File: config.mk
export PLATFORM = sky130hd
export DESIGN_NAME = fr_cmd_sequencer
export DESIGN_NICKNAME = d
export VERILOG_FILES = /design/src/rtl/fr_cmd_sequencer.sv
export SDC_FILE = /design/constraint.sdc
export NUM_CORES = 1
export LEC_CHECK = 0
export ABC_AREA = 0
export CORE_ASPECT_RATIO = 0.6
export CORE_UTILIZATION = 44
export CTS_CLUSTER_DIAMETER = 200
export CTS_CLUSTER_SIZE = 40
export DETAILED_ROUTE_END_ITERATION = 8
export GPL_ROUTABILITY_DRIVEN = 1
export GPL_TIMING_DRIVEN = 0
export PLACE_DENSITY = 0.8
export SLEW_MARGIN = 25
export SYNTH_ARGS = -nofsm -noshare
export SYNTH_HDL_FRONTEND = slang
export SYNTH_SLANG_ARGS = --single-unit
File: constraint.sdc
create_clock -name clock -period 2.2 [get_ports clock]
set_input_delay 0.44 -clock clock [delete_from_list [all_inputs] [get_ports clock]]
set_output_delay 0.44 -clock clock [all_outputs]
set_load 0.01 [all_outputs]
File: src/rtl/fr_cmd_sequencer.sv
// fr_cmd_sequencer: drives a command word to a file register, holds the strobe
// bit high for STROBE_CYC cycles, waits RESP_WAIT cycles, samples the response
// word and reports it with a one-cycle valid pulse.
// Optional feature: define FR_SEQ_BER_WIDE_READ_EN to enable the two-phase
// 64-bit BER read for commands 0x08..0x0B (second phase issues command 0x0C).
module fr_cmd_sequencer #(
  parameter int NB_C0M     = 8,
  parameter int NB_INST    = 32,
  parameter int NB_BER     = 64,
  parameter int STROBE_CYC = 2,
  parameter int RESP_WAIT  = 4
) (
  input  logic               clock,
  input  logic               i_reset,
  input  logic               i_req_valid,
  output logic               o_req_ready,
  input  logic [NB_C0M-1:0]  i_req_cmd,
  input  logic [22:0]        i_req_data,
  output logic [NB_INST-1:0] o_gpo,
  input  logic [NB_INST-1:0] i_gpi,
  output logic               o_resp_valid,
  output logic [NB_BER-1:0]  o_resp_data,
  output logic               o_busy
);

  // Dwell counters count down to zero, so the reload value is one less than
  // the number of cycles spent in the state.
  localparam logic [3:0] STROBE_LOAD = 4'(STROBE_CYC - 1);
  localparam logic [3:0] WAIT_LOAD   = 4'(RESP_WAIT - 1);

`ifdef FR_SEQ_BER_WIDE_READ_EN
  localparam logic [NB_C0M-1:0] HI_CMD = NB_C0M'(12);
  typedef enum logic [2:0] {IDLE, STROBE, WAIT, HI_STROBE, HI_WAIT} state_t;
`else
  typedef enum logic [1:0] {IDLE, STROBE, WAIT} state_t;
`endif

  state_t              state_q, state_d;
  logic [3:0]          cnt_q, cnt_d;
  logic [NB_C0M-1:0]   cmd_q, cmd_d;
  logic [22:0]         data_q, data_d;
  logic [NB_INST-1:0]  gpo_q, gpo_d;
  logic [NB_BER-1:0]   resp_q, resp_d;
  logic                valid_q, valid_d;

`ifdef FR_SEQ_BER_WIDE_READ_EN
  logic is_wide;
  assign is_wide = (cmd_q >= NB_C0M'(8)) && (cmd_q <= NB_C0M'(11));
`endif

  // State, dwell counter and all registered outputs; async active-low reset.
  always_ff @(posedge clock or negedge i_reset) begin
    if (!i_reset) begin
      state_q <= IDLE;
      cnt_q   <= '0;
      cmd_q   <= '0;
      data_q  <= '0;
      gpo_q   <= '0;
      resp_q  <= '0;
      valid_q <= 1'b0;
    end else begin
      state_q <= state_d;
      cnt_q   <= cnt_d;
      cmd_q   <= cmd_d;
      data_q  <= data_d;
      gpo_q   <= gpo_d;
      resp_q  <= resp_d;
      valid_q <= valid_d;
    end
  end

  // Next-state, counter reload/decrement and output-register updates.
  always_comb begin
    state_d = state_q;
    cnt_d   = (cnt_q != '0) ? cnt_q - 4'd1 : '0;
    cmd_d   = cmd_q;
    data_d  = data_q;
    gpo_d   = gpo_q;
    resp_d  = resp_q;
    valid_d = 1'b0;
    case (state_q)
      IDLE: begin
        if (i_req_valid) begin
          cmd_d   = i_req_cmd;
          data_d  = i_req_data;
          gpo_d   = NB_INST'({i_req_cmd, 1'b1, i_req_data});
          cnt_d   = STROBE_LOAD;
          state_d = STROBE;
        end
      end
      STROBE: begin
        if (cnt_q == '0) begin
          gpo_d   = NB_INST'({cmd_q, 1'b0, data_q});
          cnt_d   = WAIT_LOAD;
          state_d = WAIT;
        end
      end
      WAIT: begin
        if (cnt_q == '0) begin
          resp_d = NB_BER'(i_gpi);
`ifdef FR_SEQ_BER_WIDE_READ_EN
          if (is_wide) begin
            gpo_d   = NB_INST'({HI_CMD, 1'b1, 23'd0});
            cnt_d   = STROBE_LOAD;
            state_d = HI_STROBE;
          end else begin
            valid_d = 1'b1;
            state_d = IDLE;
          end
`else
          valid_d = 1'b1;
          state_d = IDLE;
`endif
        end
      end
`ifdef FR_SEQ_BER_WIDE_READ_EN
      HI_STROBE: begin
        if (cnt_q == '0) begin
          gpo_d   = NB_INST'({HI_CMD, 1'b0, 23'd0});
          cnt_d   = WAIT_LOAD;
          state_d = HI_WAIT;
        end
      end
      HI_WAIT: begin
        if (cnt_q == '0) begin
          resp_d  = NB_BER'({i_gpi, resp_q[NB_INST-1:0]});
          valid_d = 1'b1;
          state_d = IDLE;
        end
      end
`endif
      default: state_d = IDLE;
    endcase
  end

  assign o_req_ready  = (state_q == IDLE);
  assign o_busy       = (state_q != IDLE);
  assign o_gpo        = gpo_q;
  assign o_resp_data  = resp_q;
  assign o_resp_valid = valid_q;

endmodule

======== Yosys cells after proc, flatten, opt, wreduce, memory -nomap -nowiden ========
Cells that the tools add are included.
operators by class
  divide/modulo/power cells ............... 0
  $lt $le $gt $ge ......................... 0
  add/subtract/negate cells ............... 1
  multipliers ............................. 0
  equal/unequal tests ..................... 5
  muxes and demuxes ....................... 13
  bitwise gates (word level) .............. 0
  reduce and logical (&&, ||, !) cells .... 9
  shifts and indexed selects .............. 0
operators by type and width
  kind                                                                    count
  32-bit 2-to-1 mux                                                       2
  32-bit one-hot mux with 2 select lines                                  1
  4-bit 2-to-1 mux                                                        3
  4-bit one-hot mux with 2 select lines                                   1
  2-bit 2-to-1 mux                                                        3
  2-bit != test (second input constant)                                   3
  2-bit one-hot mux with 3 select lines                                   1
  3-bit AND reduction                                                     2
  4-bit zero test                                                         1
  2-bit AND reduction                                                     2
  2-bit nonzero test                                                      2
  4-bit nonzero test                                                      1
  4-bit by 1-bit subtractor with 4-bit output (second input constant)     1
  2-bit by 1-bit equality test with 1-bit output (second input constant)  1
  2-bit equality test (second input constant)                             1
  2-bit zero test                                                         1
  1-bit 2-to-1 mux                                                        2
storage, ports and cells
  ROM bits ................................ 0
  memories ................................ 0
  flip-flop bits (word level) ............. 102
  input port bits ......................... 66
  output and inout port bits .............. 99
  memory bits (writable) .................. 0
  word-level logic and storage cells ...... 35
  latch bits .............................. 0

======== Depth between registers and ports, before layout ========
  word-level depth ........................ 4
  mapped depth ............................ 7
  mapped depth without buffers ............ 5

======== Worst setup path before layout ========
No wires, ideal clock.
  path type ............................... register to register
  start ................................... register cnt_q[0]
  end ..................................... register resp_q[10], in the netlist o_resp_data[10]
  library setup time ...................... 0.125 ns
  data arrival time ....................... 1.776 ns
  slack ................................... 0.299 ns
  data required time ...................... 2.075 ns
  path buffers ............................ 1
  period minus slack after synthesis ...... 1.901 ns
  stages on the path, launching flop included .. 7
  cell sequence ........................... dfrtp_1 inv_1 ha_1 or3b_4 nor2_2 buf_6 mux2_2
on the way
  word-level cells in the longest chain between the ends .. 2
ends and longest elaborated chain
  element                        line  RTL
  from (decl)                    39    logic [3:0] cnt_q, cnt_d;
  from (signal assigned)         63    cnt_q <= cnt_d;
  4-bit zero test                99    if (cnt_q == '0) begin
  2-bit AND reduction (no line)  --
  to (signal assigned)           67    resp_q <= resp_d;
  to (decl)                      43    logic [NB_BER-1:0] resp_q, resp_d;
Every way passes these cells.
A chain may end at the register's enable or synchronous reset.

======== Worst setup path after layout ========
  start ................................... register state_q[1]
  end ..................................... output o_req_ready
on the way
  word-level cells in the longest chain between the ends .. 1
ends and longest elaborated chain
  element                 line  RTL
  from (decl)             38    state_t state_q, state_d;
  from (signal assigned)  62    state_q <= state_d;
  2-bit zero test         136   assign o_req_ready = (state_q == IDLE);
  to (decl)               16    output logic o_req_ready,
Every way passes these cells.

==> impl_metrics.py <==
metrics = {
    "synth": {
        "synth.avg_cell_area_um2": 11.8,
        "synth_most_common_cell": "dfrtp_1",
        "synth-seq-cells": 102,
        "synthCells": 370,
        "async_reset_ff_share_pct": 100,
        "synth-edff-count": 0,
        "synthTopCellsByArea": "dfrtp_1 (58%), mux2_2 (8.2%), nand2_1 (8.0%)",
        "ys_seq_area_share_pct": 58.4,
        "synthTopCellsByCount": "dfrtp_1 (102), nand2_1 (93), nand2b_1 (34)",
        "ys_types": 27,
        "syn_area_um2": 4370,
        "synthDominantCellAreaShare_pct": 58.4,
        "yosys_warnings": 0,
        "synth_flop_cell": "dfrtp_1",
        "yosysTopAreaCell": "dfrtp_1",
    },
    "clock_network": {
        "htreeDepth": 3,
        "root_buffer": "clkbuf_16",
        "post_cts_buffers": 0,
        "cts_resized": 0,
        "numCtsBuffers": 9,
        "numClockSinks": 102,
        "hold_buffers": 0,
        "clk_pin_slew_ns": 0.06,
        "cts_tree": "done",
        "clk_path_buf_depth": 2,
        "clk_latency_ns": 0.33,
    },
    "sta": {
        "finalSetupViolCount": 0,
        "period_needed_ns": 2.07,
        "setup_slack_ns": 0.133,
        "timing_hold_violations_final": 0,
        "worst_pin_slew_ns": 0.651,
        "max_slew_margin_pct": 56.6,
        "finClkSkew_ns": 0.00397,
        "slew_violations": 0,
        "max_freq_ghz": 0.484,
        "rsz0062_at_grt": "no",
        "finalCritPeriodShare_pct": 93.9,
    },
    "flow_run": {
        "max-cap-violations": 0,
    },
    "placement": {
        "dp_hpwl_um": 7740,
        "port_buffers": 132,
        "place_congestion": 0.794,
        "dp_slack_ns": -0.342,
    },
    "cells_and_area": {
        "antenna_cells": 0,
        "fin_nets": 613,
        "fillers": 725,
        "drive_gt1_share_pct": 18.8,
        "area_growth_pct": 44.1,
    },
    "pwr": {
        "power_density_nw_per_um2": 1290,
        "p_leak_nw": 2.91,
        "vdd_ir_drop_max_uv": 706,
        "total_power_mw": 8.12,
    },
    "route": {
        "drc": 0,
        "wl_per_cell_um": 15.6,
        "drt_wl_total_um": 10600,
        "drtAntennaViolNets": 0,
        "dr.first_iter.drc_count": 138,
        "drtPass1Iterations": 4,
        "route.vias.total": 3254,
        "viasPerCell": 4.79,
    },
    "die": {
        "core_region_area_um2": 9390,
        "core.rowCount": 27,
        "die_w_um": 131,
        "pin_count": 165,
        "start_util_pct": 46.5,
        "die_h_um": 79.2,
        "dieArea_um2": 10400,
    },
    "min_path": {
        "hp-class": "in -> async",
    },
    "grt": {
        "antenna_found_initial": 0,
        "grt-ovfl-total": 0,
        "grt_pass1_vias": 3290,
        "grt_pass1_wl_um": 16700,
        "track_usage_pct": 21.5,
        "grt_start_max_net_pins": 55,
    },
    "setup_path": {
        "cp.arrival_ns": 1.63,
        "critical_path.endpoint_type": "output pin",
        "path_class": "reg -> out",
        "worst_setup_path_start_kind": "flop",
        "r2r_cells": 6,
        "crit_required_ns": 1.76,
        "worstPathMaxFanout": 5,
    },
    "outcome": {
        "outcome": "completed",
    },
}
## metal layers
metal | wire length, µm | up-vias | track usage, %
met5 | 0 | - | 0
met4 | 116 | 0 | 5.29
met3 | 843 | 11 | 7.82
met2 | 4860 | 118 | 32.9
met1 | 4770 | 1597 | 29.0
li1 | - | 1528 | -
## cells by family after synthesis
family / count (synthesis) / synth area share (%)
AO/OA/AOI/OAI: 37 / 8.79
XOR/XNOR: 1 / 0.200
adder cells (fa/ha/maj): 2 / 0.572
buffers and inverters: 56 / 9.02
flip-flops: 102 / 58.4
multiplexers: 33 / 8.47
other: 1 / 0.0858
AND/OR/NAND/NOR: 138 / 14.5
## flip-flops by register name (all words and copies together), names as in the netlist
register,cells
o_resp_valid,1
data_q,23
cnt_q,4
o_gpo,32
cmd_q,8
state_q,2
o_resp_data,32
## cell type report
cell class                      instances  area, µm²  area share [%]
Buffer                                 53        384            6.10
Sequential cell                       102       2550            40.5
Clock buffer                           11        243            3.85
Timing Repair Buffer                  133       1350            21.4
Inverter                                3       11.3           0.179
Multi-Input combinational cell        243       1550            24.6
Tap cell                              130        163            2.58
Clock inverter                          4       47.5           0.755
## report_power, final
| part | internal [mW] | switching, mW | total (mW) |
|---|---|---|---|
| logic | 1.88 | 1.51 | 3.40 |
| clock network | 0.903 | 0.650 | 1.55 |
| registers | 2.69 | 0.477 | 3.17 |
| total | 5.48 | 2.64 | 8.12 |
## layout by cell type (no fill, tap or decap), types with 2 or more instances in the layout
master | Yosys | layout
buf_6 | 7 | 8
nand2_1 | 93 | 93
clkbuf_1 | 7 | 7
inv_1 | 3 | 3
clkbuf_16 | 0 | 9
nor2_1 | 2 | 2
clkdlybuf4s50_1 | 0 | 131
nor3b_1 | 2 | 2
nand2b_1 | 34 | 34
clkinv_2 | 0 | 2
buf_2 | 6 | 6
o221a_1 | 27 | 27
ha_1 | 2 | 2
dfrtp_1 | 102 | 102
conb_1 | 1 | 32
o221a_2 | 4 | 4
o21ai_0 | 2 | 2
a21o_1 | 2 | 2
nor3_1 | 2 | 2
mux2_2 | 32 | 32
buf_4 | 33 | 33
## per-stage QoR
stage          hold WS, ns  utilization, %  TNS [ns]  cells  cell area (µm²)
2_1_floorplan        0.144               -         0    401             4490
3_3_place_gp         0.458            63.6   -324.01    663             5970
3_5_place_dp         0.410            63.9    -12.56    664             6000
4_1_cts             0.0438            67.0         0    679             6290
5_1_grt             0.0555            67.1         0    679             6300
6_report            0.0412            67.1         0    679             6300
## worst max-delay path, cell delays in order (launching register included)
cell and delay (ns):
dfrtp_1 0.40, or2_2 0.31, inv_1 0.06, clkdlybuf4s50_1 0.52
## worst paths after layout
path	from	end	slack, ns
max reg2reg	cnt_q[0]	o_resp_data[9]	0.15
min	i_reset	o_gpo[3]	0.04
min reg2reg	cmd_q[5]	cmd_q[5]	0.48
max in group asynchronous	i_reset	data_q[22]	1.54
max	state_q[1]	o_req_ready	0.13
min in group clock	cmd_q[5]	cmd_q[5]	0.48
Power figures use the tool's default switching activity.
